`config.mk`:
```
export PLATFORM = sky130hd
export DESIGN_NAME = lfsr_engine_flat
export DESIGN_NICKNAME = d
export VERILOG_FILES = /design/src/rtl/lfsr_engine_if.sv /design/src/rtl/lfsr_engine.sv /design/src/flat_wrapper.sv
export SDC_FILE = /design/constraint.sdc
export NUM_CORES = 1
export LEC_CHECK = 0
export CORE_ASPECT_RATIO = 1.75
export CORE_MARGIN = 1
export CORE_UTILIZATION = 40
export CTS_BUF_LIST = sky130_fd_sc_hd__clkbuf_8
export DETAILED_ROUTE_END_ITERATION = 16
export MAX_ROUTING_LAYER = met4
export SYNTH_ARGS = -nofsm -noshare
export SYNTH_HDL_FRONTEND = slang
export SYNTH_SLANG_ARGS = --single-unit
```
`constraint.sdc`:
```
create_clock -name clk -period 2.6 [get_ports clk]
set_clock_uncertainty 0.2 [all_clocks]
set_input_delay 0.52 -clock clk [delete_from_list [all_inputs] [get_ports clk]]
set_output_delay 0.52 -clock clk [all_outputs]
set_load 0.05 [all_outputs]
```
`src/rtl/lfsr_engine_if.sv`:
```
// Register-file and job-control signals shared between lfsr_engine and its environment.
// The engine takes the master modport because it drives the register-file address/write side.
interface lfsr_engine_if;
    logic       start;
    logic [7:0] rd_data;
    logic       busy;
    logic       done;
    logic [4:0] internal_r_addr;
    logic [4:0] internal_w_addr;
    logic [7:0] internal_din;
    logic       internal_wr_en;

    modport master (
        input  start,
        input  rd_data,
        output busy,
        output done,
        output internal_r_addr,
        output internal_w_addr,
        output internal_din,
        output internal_wr_en
    );

    modport slave (
        output start,
        output rd_data,
        input  busy,
        input  done,
        input  internal_r_addr,
        input  internal_w_addr,
        input  internal_din,
        input  internal_wr_en
    );
endinterface

```
`src/rtl/lfsr_engine.sv`:
```
// Fibonacci LFSR job engine: reads seed/taps/N from the register file, writes N states to slots 4..; LFSR_WRITEBACK_SEED_EN adds a final-state writeback to addr 0.
// Latency start->done = 4+N cycles (+1 with writeback); no backpressure, start is ignored while busy.
module lfsr_engine (
    input  logic         clk,
    input  logic         rst_n,
    lfsr_engine_if.master bus
);

    typedef enum logic [2:0] {
        S_IDLE,
        S_RD_SEED,
        S_RD_TAPS,
        S_RD_CNT,
        S_STEP,
`ifdef LFSR_WRITEBACK_SEED_EN
        S_WB,
`endif
        S_DONE
    } state_t;

    // State that follows the last step (or an empty job).
`ifdef LFSR_WRITEBACK_SEED_EN
    localparam state_t S_TAIL = S_WB;
`else
    localparam state_t S_TAIL = S_DONE;
`endif

    state_t     r_state;
    logic [7:0] r_lfsr;
    logic [7:0] r_taps;
    logic [4:0] r_cnt;
    logic [4:0] r_k;

    state_t     w_state_nxt;
    logic       w_fb;
    logic [7:0] w_next;
    logic [4:0] w_n_clamped;
    logic       w_last;
    logic       w_busy;
    logic       w_done;
    logic [4:0] w_r_addr;
    logic [4:0] w_w_addr;
    logic [7:0] w_din;
    logic       w_wr_en;

    assign w_fb        = ^(r_lfsr & r_taps);
    assign w_next      = {r_lfsr[6:0], w_fb};
    // Clamp keeps 4+k inside the 28 result slots.
    assign w_n_clamped = (bus.rd_data > 8'd28) ? 5'd28 : bus.rd_data[4:0];
    assign w_last      = (r_k == (r_cnt - 5'd1));

    always_comb begin
        w_state_nxt = r_state;
        w_busy      = 1'b1;
        w_done      = 1'b0;
        w_r_addr    = 5'd0;
        w_w_addr    = 5'd0;
        w_din       = 8'd0;
        w_wr_en     = 1'b0;
        case (r_state)
            S_IDLE: begin
                w_busy = 1'b0;
                if (bus.start) begin
                    w_state_nxt = S_RD_SEED;
                end
            end
            S_RD_SEED: begin
                w_r_addr    = 5'd0;
                w_state_nxt = S_RD_TAPS;
            end
            S_RD_TAPS: begin
                w_r_addr    = 5'd1;
                w_state_nxt = S_RD_CNT;
            end
            S_RD_CNT: begin
                w_r_addr    = 5'd2;
                w_state_nxt = (w_n_clamped != 5'd0) ? S_STEP : S_TAIL;
            end
            S_STEP: begin
                w_wr_en  = 1'b1;
                w_w_addr = 5'd4 + r_k;
                w_din    = w_next;
                if (w_last) begin
                    w_state_nxt = S_TAIL;
                end
            end
`ifdef LFSR_WRITEBACK_SEED_EN
            S_WB: begin
                w_wr_en     = 1'b1;
                w_w_addr    = 5'd0;
                w_din       = r_lfsr;
                w_state_nxt = S_DONE;
            end
`endif
            S_DONE: begin
                w_done      = 1'b1;
                w_state_nxt = S_IDLE;
            end
            default: begin
                w_state_nxt = S_IDLE;
            end
        endcase
    end

    always_ff @(posedge clk) begin
        if (!rst_n) begin
            r_state <= S_IDLE;
            r_lfsr  <= 8'd0;
            r_taps  <= 8'd0;
            r_cnt   <= 5'd0;
            r_k     <= 5'd0;
        end else begin
            r_state <= w_state_nxt;
            case (r_state)
                S_RD_SEED: begin
                    // An all-zero seed would lock the register at zero.
                    r_lfsr <= (bus.rd_data == 8'd0) ? 8'd1 : bus.rd_data;
                end
                S_RD_TAPS: begin
                    r_taps <= bus.rd_data;
                end
                S_RD_CNT: begin
                    r_cnt <= w_n_clamped;
                    r_k   <= 5'd0;
                end
                S_STEP: begin
                    r_lfsr <= w_next;
                    r_k    <= r_k + 5'd1;
                end
                default: begin
                end
            endcase
        end
    end

    assign bus.busy            = w_busy;
    assign bus.done            = w_done;
    assign bus.internal_r_addr = w_r_addr;
    assign bus.internal_w_addr = w_w_addr;
    assign bus.internal_din    = w_din;
    assign bus.internal_wr_en  = w_wr_en;

endmodule

```
`src/flat_wrapper.sv`:
```
// flat-port wrapper written by rule: the top's interface ports become plain ports
module lfsr_engine_flat 
  (clk, rst_n, bus_start, bus_rd_data, bus_busy, bus_done, bus_internal_r_addr, bus_internal_w_addr, bus_internal_din, bus_internal_wr_en);
  lfsr_engine_if bus_i ();
  input  logic clk;
  input  logic rst_n;
  input wire logic [$bits(bus_i.start)-1:0] bus_start;
  input wire logic [$bits(bus_i.rd_data)-1:0] bus_rd_data;
  output wire logic [$bits(bus_i.busy)-1:0] bus_busy;
  output wire logic [$bits(bus_i.done)-1:0] bus_done;
  output wire logic [$bits(bus_i.internal_r_addr)-1:0] bus_internal_r_addr;
  output wire logic [$bits(bus_i.internal_w_addr)-1:0] bus_internal_w_addr;
  output wire logic [$bits(bus_i.internal_din)-1:0] bus_internal_din;
  output wire logic [$bits(bus_i.internal_wr_en)-1:0] bus_internal_wr_en;
  assign bus_i.start = bus_start;
  assign bus_i.rd_data = bus_rd_data;
  assign bus_busy = bus_i.busy;
  assign bus_done = bus_i.done;
  assign bus_internal_r_addr = bus_i.internal_r_addr;
  assign bus_internal_w_addr = bus_i.internal_w_addr;
  assign bus_internal_din = bus_i.internal_din;
  assign bus_internal_wr_en = bus_i.internal_wr_en;
  lfsr_engine u_core (.clk(clk), .rst_n(rst_n), .bus(bus_i));
endmodule
```
==> results of run 1 <==
-- worst max path at each step --
| stage | startpoint | end | slack [ns] |
|---|---|---|---|
| floorplan | u_core.r_state[1] | bus_internal_w_addr[0] | 0.18 |
| global placement | bus_rd_data[5] | u_core.r_state[0] | -0.04 |
| detailed placement | bus_rd_data[5] | u_core.r_state[0] | -0.08 |
| CTS | u_core.r_state[0] | bus_busy | 0.07 |
| global route | u_core.r_state[0] | bus_done | 0.03 |
| finish | u_core.r_state[2] | bus_busy | 0.08 |
-- per-stage QoR --
step | cell area [um2] | power [mW] | hold slack (ns)
final | 2100 | 1.23 | 0.312
after global routing | 2100 | 1.29 | 0.336
after CTS | 2100 | 1.25 | 0.320
after detailed placement | 2020 | 0.875 | 0.309
after global placement | 2020 | 0.867 | 0.297
after floorplan | 1560 | 0.766 | 0.280
-- report_power, final --
part | switching [mW] | internal (mW)
logic | 0.180 | 0.150
clock network | 0.161 | 0.206
registers | 0.0450 | 0.490
total | 0.386 | 0.846
-- Yosys cell counts, drive strengths merged, types with 2 or more instances --
cell type and n:
nand3b 2, dfxtp 29, nor2 12, o31ai 2, buf 6, a221oi 7, xor2 5, and2 13
nand2 12, a22oi 3, mux2i 9, a21oi 2, o221a 2, clkbuf 5, xnor2 11, or4 3
nor3b 4, nand3 7, nor2b 19, inv 4, o21ai 3, ha 3
-- kinds of logic (layout without fill, tap and decap cells) --
| kind of cell | Yosys count | in the layout | share of synthesized area [%] |
|---|---|---|---|
| adders and majority gates | 3 | 3 | 2.42 |
| AOI/OAI and AO/OA | 22 | 22 | 11.8 |
| buffers and inverters | 15 | 46 | 4.67 |
| DFF | 29 | 29 | 37.4 |
| muxes | 9 | 9 | 5.80 |
| and+or+nand+nor | 76 | 76 | 28.7 |
| other | 1 | 3 | 0.242 |
| xor gates and xnor gates | 16 | 16 | 9.02 |
-- layer usage --
layer | global-route usage (%) | vias up | wire [um]
met5 | - | - | 0
met4 | 7.22 | 0 | 53
met3 | 3.26 | 6 | 102
met2 | 37.6 | 28 | 2080
met1 | 16.5 | 615 | 1300
li1 | - | 644 | -
-- critical path, cell delays in order, from the launching register on --
cell and delay, ns:
sky130_fd_sc_hd__dfxtp_1 0.39, sky130_fd_sc_hd__or3_1 0.41, sky130_fd_sc_hd__clkdlybuf4s50_1 0.72
-- registers in the layout, summed over array words and instances, names as in the netlist --
| signal | cells |
|---|---|
| u_core.r_lfsr | 8 |
| u_core.r_k | 5 |
| u_core.r_state | 3 |
| u_core.r_cnt | 5 |
| u_core.r_taps | 8 |
-- layout make-up --
| type | count | area share, % |
|---|---|---|
| Multi-Input combinational cell | 129 | 43.1 |
| Clock buffer | 6 | 3.92 |
| Tap cell | 46 | 2.73 |
| Timing Repair Buffer | 35 | 21.6 |
| Inverter | 4 | 0.832 |
| Sequential cell | 29 | 27.6 |
| Clock inverter | 1 | 0.178 |
==> out/results.txt, run 1 <==
The run gives 1293 as the total via count in the routed design. The die is 84.4 um tall. The area share of the largest cell type after synthesis was 37.4%.

The logs give 0.375 mV for the maximum resistive drop on vdd and 4140 um2 for the total die area. The number of nets in the layout was 218; the total routed wirelength was 3530 um. The number of DRC markers after the initial detailed-route iteration is 23. The clock passes through at most 2 buffers. The clock period could shrink to 2.52 ns. The tools report the clock insertion delay at the later pin of the skew report as 0.27 ns. The run gives 0 as the number of hold violations in the final report. TritonCTS built the clock tree.

Number of buffers added on ports: 28. The tools report the sum of net half-perimeters after detailed placement as 2750 um. The cell area that synthesis handed to floorplanning was 1550 um2. In this run the critical register-to-register path is captured at u_core.r_lfsr[7]. Counting distinct cell types in the post-synthesis netlist gives 39. For the pin with the worst max-slew slack, the measured transition is 0.513 ns.

The number of warnings printed during yosys synthesis was 0. Before CTS, the worst setup slack after placement is -0.0781 ns. Counting flops with a built-in enable in the synthesized netlist gives 0. The post-CTS setup buffer count came out at 0.

The H-tree was split into 2 levels. The synthesized design contains 29 register bits. Clock tree root buffer cell: sky130_fd_sc_hd__clkbuf_8.

Yosys attributes the largest share of cell area to sky130_fd_sc_hd__dfxtp_1, sky130_fd_sc_hd__nor2b_1, sky130_fd_sc_hd__xnor2_1, sky130_fd_sc_hd__mux2i_1, sky130_fd_sc_hd__and2_1. The number of placed cells counting well taps came out at 243. The synthesized area per cell came out at 9.08 um2. Number of filler instances in the final layout: 357. The TritonCTS sink count was 29; the number of nets with antenna violations after detailed routing was 0. The average routed wire per standard cell is 14.1 um, and the number of vias per cell is 5.17. The final core utilization was 57.4%.

The number of max-cap violations came out at 0. Summing all multi-input logic gate instances after layout gives 907 um2. The worst hold path belongs to the class reg -> reg. The tools report the worst flop-to-flop path startpoint as u_core.r_state[0]. For the worst flop-to-flop path, the logic depth is 6. The tools report the setup slack on the worst flop-to-flop path as 0.60 ns. Gates resized during post-CTS repair numbered 0. For this design the static power due to leakage is 0.803 nW. The run gives 5 as the total clock buffers created by CTS. The tools report the sequential cell area fraction in the yosys report as 37.4%.

The worst setup path is of the reg -> out kind. In the layout the commonest cells are sky130_fd_sc_hd__dfxtp_1, sky130_fd_sc_hd__nor2b_1, sky130_fd_sc_hd__and2_1, sky130_fd_sc_hd__buf_12. The number of max-slew violations in the final report is 0.

The run gives 4 as the total iterations of the first detailed-routing run. The proportion of layout cells with a drive suffix above 1 was 18.1%; the total grt overflow was 0. The largest fanout on the critical path was 9; the maximum operating frequency was 0.397 GHz. The largest area contributor in the netlist is sky130_fd_sc_hd__dfxtp_1. Overall fraction of global-route tracks in use: 18.9%.

The fraction of the cycle the final worst path needs is 96.8%, and the initial antenna violation count is 0. The post-layout worst setup margin came out at 0.0830 ns. The top-level port count was 32. The worst hold path passes through 2 cells.

The final-layout setup total negative slack was 0 ns. Setup violations remaining at the end of the flow were counted as 0. The flow ran to the end, and the final reports show no timing, DRC or antenna violations.

In this run the tightest slew margin relative to its limit is 65.6%. The repair_antennas step left the layout with diodes totalling 0. For this configuration, the core starts out at a cell density of 42.4%.

Leaving out filler cells and counting taps, the final layout contains 250. Wire length of the first global-routing pass: 5870 um. The path with the worst hold slack has its endpoint at u_core.r_k[3].

The logs give 1.88 ns for the data required time at the worst endpoint and 0.783 for the routability congestion estimate from global placement. The width of the chip was 49.1 um. STA classifies the critical path startpoint as a flop. Setup repair after global routing left no endpoint under its margin. Leaving out fill and tap cells, the most frequent cell in the layout is sky130_fd_sc_hd__dfxtp_1. Dividing total power by cell area gives a power density of 585 nW/um2. In this run the most critical hold path is launched from u_core.r_k[3].

The floorplan has 29 rows. Counting flops with an async set or reset pin after synthesis yields a share of 0%. The area growth from synthesis to layout is 35.5%. The floorplan step defined a core boundary enclosing 3660 um2. In the final layout, flip-flops and latches occupy 581 um2. Entering global routing, the biggest net connects 20 pins. The number of cells produced by synthesis is 171, and the clock-pin transition on the worst setup and hold timing paths is 0.06 ns. For this run, design rule violations remaining after detail routing come to 0.

Data on the critical path arrives at its endpoint at 1.80 ns. The tools report the quantity of hold-fixing buffers added after cts as 0. STA classifies the critical path endpoint as an output pin. The number of global-route vias before repair was 1341. For this run, the leading register cell type out of synthesis is sky130_fd_sc_hd__dfxtp_1.
No activity file was read; power rests on OpenSTA's default activity.
==> inputs of run 2 (changes only) <==
- SKIP_LAST_GASP: unset -> 1
==> results of run 2 <==
The final DEF is identical to that of run 1; final timing and power are the same.
==> inputs of run 3 (changes only) <==
- SLEW_MARGIN: unset -> 20
==> results of run 3 <==
The final DEF is identical to that of run 1; final timing and power are the same.
